==> src/rtl/io_output_bank.sv <==
// io_output_bank: bank of memory-mapped output ports. Each port supports
// load/set/clear/toggle writes. A timed write also starts a per-port hold
// timer that forces the port back to zero when it expires.
module io_output_bank #(
  parameter int unsigned NPORTS    = 4,
  parameter int unsigned WIDTH     = 32,
  parameter logic [5:0]  BASE_IDX  = 6'b100000,
  parameter int unsigned PULSE_LEN = 1000
) (
  input  logic                     io_clk,
  input  logic                     clm,
  input  logic [31:0]              addr,
  input  logic [WIDTH-1:0]         datain,
  input  logic                     write_io_enable,
  output logic [NPORTS*WIDTH-1:0]  out_ports,
  output logic [WIDTH-1:0]         readback,
  output logic [NPORTS-1:0]        timer_active,
  output logic                     write_hit
);

  logic [WIDTH-1:0]  port_q  [NPORTS];
  logic [WIDTH-1:0]  port_d  [NPORTS];
  logic [15:0]       timer_q [NPORTS];
  logic [15:0]       timer_d [NPORTS];
  logic [NPORTS-1:0] active_q, active_d;
  logic              hit_q, hit_d;

  // Only addr[10:2] take part in decoding.
  logic unused_addr;
  assign unused_addr = ^{addr[31:11], addr[1:0]};

  // A word index below BASE_IDX wraps into bit 6 of rel, so the range check
  // rejects it along with indices at or beyond NPORTS.
  logic [6:0] rel;
  logic       in_range;
  logic       accept;
  assign rel      = {1'b0, addr[7:2]} - {1'b0, BASE_IDX};
  assign in_range = (rel < 7'(NPORTS));
  assign accept   = write_io_enable && in_range;

  // Combinational readback of the addressed port.
  always_comb begin
    readback = '0;
    for (int unsigned p = 0; p < NPORTS; p++) begin
      if (in_range && (rel == 7'(p))) readback = port_q[p];
    end
  end

  // Next-state: a write to a port takes priority over its timer expiry.
  always_comb begin
    hit_d    = accept;
    active_d = active_q;
    for (int unsigned p = 0; p < NPORTS; p++) begin
      port_d[p]  = port_q[p];
      timer_d[p] = timer_q[p];
      if (accept && (rel == 7'(p))) begin
        unique case (addr[9:8])
          2'b00:   port_d[p] = datain;
          2'b01:   port_d[p] = port_q[p] | datain;
          2'b10:   port_d[p] = port_q[p] & ~datain;
          default: port_d[p] = port_q[p] ^ datain;
        endcase
        if (addr[10]) begin
          timer_d[p]  = 16'(PULSE_LEN);
          active_d[p] = 1'b1;
        end else begin
          timer_d[p]  = '0;
          active_d[p] = 1'b0;
        end
      end else if (active_q[p]) begin
        if (timer_q[p] == 16'd1) begin
          port_d[p]   = '0;
          timer_d[p]  = '0;
          active_d[p] = 1'b0;
        end else begin
          timer_d[p] = timer_q[p] - 16'd1;
        end
      end
    end
  end

  // State registers with synchronous reset.
  always_ff @(posedge io_clk) begin
    if (clm) begin
      for (int unsigned p = 0; p < NPORTS; p++) begin
        port_q[p]  <= '0;
        timer_q[p] <= '0;
      end
      active_q <= '0;
      hit_q    <= 1'b0;
    end else begin
      for (int unsigned p = 0; p < NPORTS; p++) begin
        port_q[p]  <= port_d[p];
        timer_q[p] <= timer_d[p];
      end
      active_q <= active_d;
      hit_q    <= hit_d;
    end
  end

  // Flatten port registers onto the output bus.
  always_comb begin
    out_ports = '0;
    for (int unsigned p = 0; p < NPORTS; p++) begin
      out_ports[p*WIDTH +: WIDTH] = port_q[p];
    end
  end

  assign timer_active = active_q;
  assign write_hit    = hit_q;

endmodule

==> config.mk <==
export PLATFORM = sky130hd
export DESIGN_NAME = io_output_bank
export DESIGN_NICKNAME = d
export VERILOG_FILES = /design/src/rtl/io_output_bank.sv
export SDC_FILE = /design/constraint.sdc
export NUM_CORES = 1
export LEC_CHECK = 0
export BUFFER_PORTS_ARGS = -buffer_cell sky130_fd_sc_hd__buf_2
export CAP_MARGIN = 40
export CORE_ASPECT_RATIO = 0.6
export CORE_UTILIZATION = 28
export DETAILED_ROUTE_END_ITERATION = 7
export PLACE_DENSITY = 0.47
export SLEW_MARGIN = 20
export SYNTH_ARGS = -nofsm -noshare
export SYNTH_HDL_FRONTEND = slang
export SYNTH_SLANG_ARGS = --single-unit
==> constraint.sdc <==
create_clock -name io_clk -period 3.8 [get_ports io_clk]
set_input_delay 0.38 -clock io_clk [delete_from_list [all_inputs] [get_ports io_clk]]
set_output_delay 0.38 -clock io_clk [all_outputs]
set_load 0.05 [all_outputs]
==> flow_summary_export.csv <==
group,metric,value,unit
power,irDropWorstVdd,0.307,mV
placed_design,dp_slack,0.804,ns
timing,period_needed,2.93,ns
cells_and_area,fin_util,0.330,
placed_design,place.gp.congestion,0.789,
grt,grt_pass1_vias,12990,
critical_path,worstPathArrival,2.55,ns
clock_tree,clockRootBuffer,"clkbuf_16",
placed_design,io_buffers,208,
critical_path,startpoint,"addr[3]",
min_path,hold_path_depth,3,
timing,setup_violations,0,
drt,drt-pass1-iter-count,5,
synthesis,syn_avg_cell_area,9.13,sq um
critical_path,crit_fanout,18,
synthesis,synth.most_common_cell,"ha_1",
critical_path,cp-start-kind,"input pin",
critical_path,crit_required,3.42,ns
drt,wl_per_cell,18.6,microns
grt,antenna_found_initial,2,
power,p_leak,7.59,nW
synthesis,synth_flop_cell,"dfxtp_1",
synthesis,syn_area,15400,sq um
synthesis,ys_types,60,
timing,finalCritPeriodShare,0.770,
cells_and_area,drive_above_1_share,0.252,
synthesis,synth_top_area_frac,0.256,
timing,finalSetupTns,0,ns
synthesis,async_reset_ff_frac,0,
timing,skew,0.0160,ns
critical_path,crit_chain,"buf_2, buf_4, buf_4, mux4_2, and2_1, buf_2",
cells_and_area,multi_input_area,10400,sq um
synthesis,yosysTopAreaCell,"dfxtp_1",
critical_path,cp_top_family,"buffers and inverters",
critical_path,cp_slowest_cell,"mux4_2",
placed_design,placed_area,17300,sq um
critical_path,r2r-start,"timer_q[2][10]",
clock_tree,clkLatencyLatePin,0.46,ns
flow_run,cap_violations,0,
min_path,hold_class,"input pin to flop",
critical_path,crit_buf_inv,4,
placed_design,hpwl,33.0,mm
cells_and_area,fill_cells,5507,
synthesis,ys_seq_area_frac,0.256,
clock_tree,cts.path.max_buffers,2,
timing,drv_slew,0,
die,coreArea,54300,sq um
synthesis,ys_seq_elements,197,
synthesis,ys_warn_count,0,
clock_tree,cts.htree.levels,4,
die,num_rows,66,
synthesis,syn_inst,1686,
drt,via_count,13356,
critical_path,r2r_cells,6,
clock_tree,ctsResizeCount,0,
clock_tree,cts_setup_buffers,0,
drt,vias_per_cell,5.20,
die,initial_core_util,0.284,
timing,slew_headroom,0.398,
cells_and_area,areaGrowthSynthToFinish,16.3,%
die,dieArea,56000,sq um
clock_tree,cts.sinks,197,
clock_tree,numCtsBuffers,17,
die,io_pins,232,
drt,drc_errors,0,
cells_and_area,seq_area,3940,sq um
drt,wl,47.7,mm
timing,rsz0062_at_grt,"false",
timing,hold_viol,0,
die,chipWidth,305,microns
clock_tree,clkTransAtPathRegs,0.08,ns
clock_tree,cts_tree,"done",
synthesis,yosys-top-cells-count,"ha_1 (264), dfxtp_1 (197), inv_1 (174)",
synthesis,synth_edf_count,0,
critical_path,end_kind,"output port",
cells_and_area,final_nets,2165,
critical_path,cp.depth,6,
drt,postRouteAntennaNets,0,
clock_tree,postCtsHoldBufs,0,
critical_path,critPathKind,"input pin to output port",
grt,grt_use_total,0.168,
run_status,status,"completed",
synthesis,synth_nets,2017,
synthesis,synth_area_leaders,"dfxtp_1 (26%), ha_1 (21%), mux2_2 (9.4%)",
grt,grt_overflow,0,
drt,drtIter0Drc,857,
grt,grt_pass1_wl,74.3,mm
min_path,hold_path.startpoint,"write_io_enable",
cells_and_area,fin_area,17900,sq um
timing,worst_slew_pin_slew,0.904,ns
timing,max_freq,342,MHz
timing,finalWorstSetupSlack,0.873,ns
critical_path,slowest_delay,0.53,ns
grt,grt_max_degree,118,
die,die_height,184,microns
power,powerDensity,268,nW/um^2
[state kept, by name (all words and copies together), names as in the netlist]
name / flops
port_q: 128
timer_active: 4
write_hit: 1
timer_q: 64
[metal layers]
| metal | global-route usage | vias to the layer above | routed length [microns] |
|---|---|---|---|
| met5 | 0 | - | 0 |
| met4 | 0.0390 | 0 | 606 |
| met3 | 0.0346 | 42 | 1920 |
| met2 | 0.258 | 262 | 21100 |
| met1 | 0.238 | 6544 | 24100 |
| li1 | - | 6508 | - |
[worst paths after layout]
| path | end | slack, ns |
|---|---|---|
| max | readback[2] | 0.87 |
| min | timer_active[2] | 0.31 |
| max reg2reg | port_q[2][3] | 1.11 |
| min reg2reg | timer_q[1][15] | 0.48 |
[power breakdown]
| part | total (mW) | internal (mW) | switching, mW | leakage [nW] |
|---|---|---|---|---|
| clock network | 1.98 | 0.995 | 0.981 | 0.295 |
| registers | 2.08 | 2.07 | 0.0116 | 1.59 |
| logic | 0.740 | 0.284 | 0.456 | 5.71 |
[stage by stage]
step           cells  hold slack (ns)  total power, mW
6_report        2566            0.306             4.80
2_1_floorplan   1686            0.444             2.66
3_3_place_gp    2525            0.455             2.83
5_1_grt         2562            0.275             5.05
4_1_cts         2560            0.258             4.89
3_5_place_dp    2528            0.468             2.87
[worst min-delay path, delay by kind of cell]
kind / cells / cell delay (ns)
and+or+nand+nor: 1 / 0.10
buffers and inverters: 1 / 0.16
AOI/OAI and AO/OA: 1 / 0.06
[cell families after synthesis]
group	after synthesis	synth area share
flip-flops	197	0.256
adder cells (fa/ha/maj)	264	0.215
XOR/XNOR	28	0.0159
multiplexers	160	0.140
AO/OA/AOI/OAI	486	0.203
AND/OR/NAND/NOR	263	0.0954
buffers and inverters	288	0.0746
[final cells by class]
class	count	share of cell area
repair buffers	243	0.0812
well taps	714	0.0499
clock inverters	15	0.00944
clock buffers	17	0.0238
inverters	174	0.0365
multi-input cells	1201	0.578
flip-flops and latches	197	0.220
diodes	5	0.000699
[cell usage in the layout (no fill, tap or decap), types with 11 or more instances in the layout]
cell type,synthesis,routed
mux2_2,128,128
xnor2_1,12,12
nor4_1,11,11
nor2_1,70,70
o21ai_0,15,15
a211oi_1,129,129
inv_1,174,174
nor3_1,15,15
ha_1,264,264
clkbuf_16,0,17
or4_1,16,16
mux4_2,32,32
and2_1,33,33
nand2_1,25,23
o22ai_1,126,126
xor2_1,16,16
nand4_1,14,14
buf_4,0,22
buf_2,6,207
nand3_1,23,21
a21oi_1,160,160
dfxtp_1,197,197
Note: power is estimated with default switching activity, not from simulation.
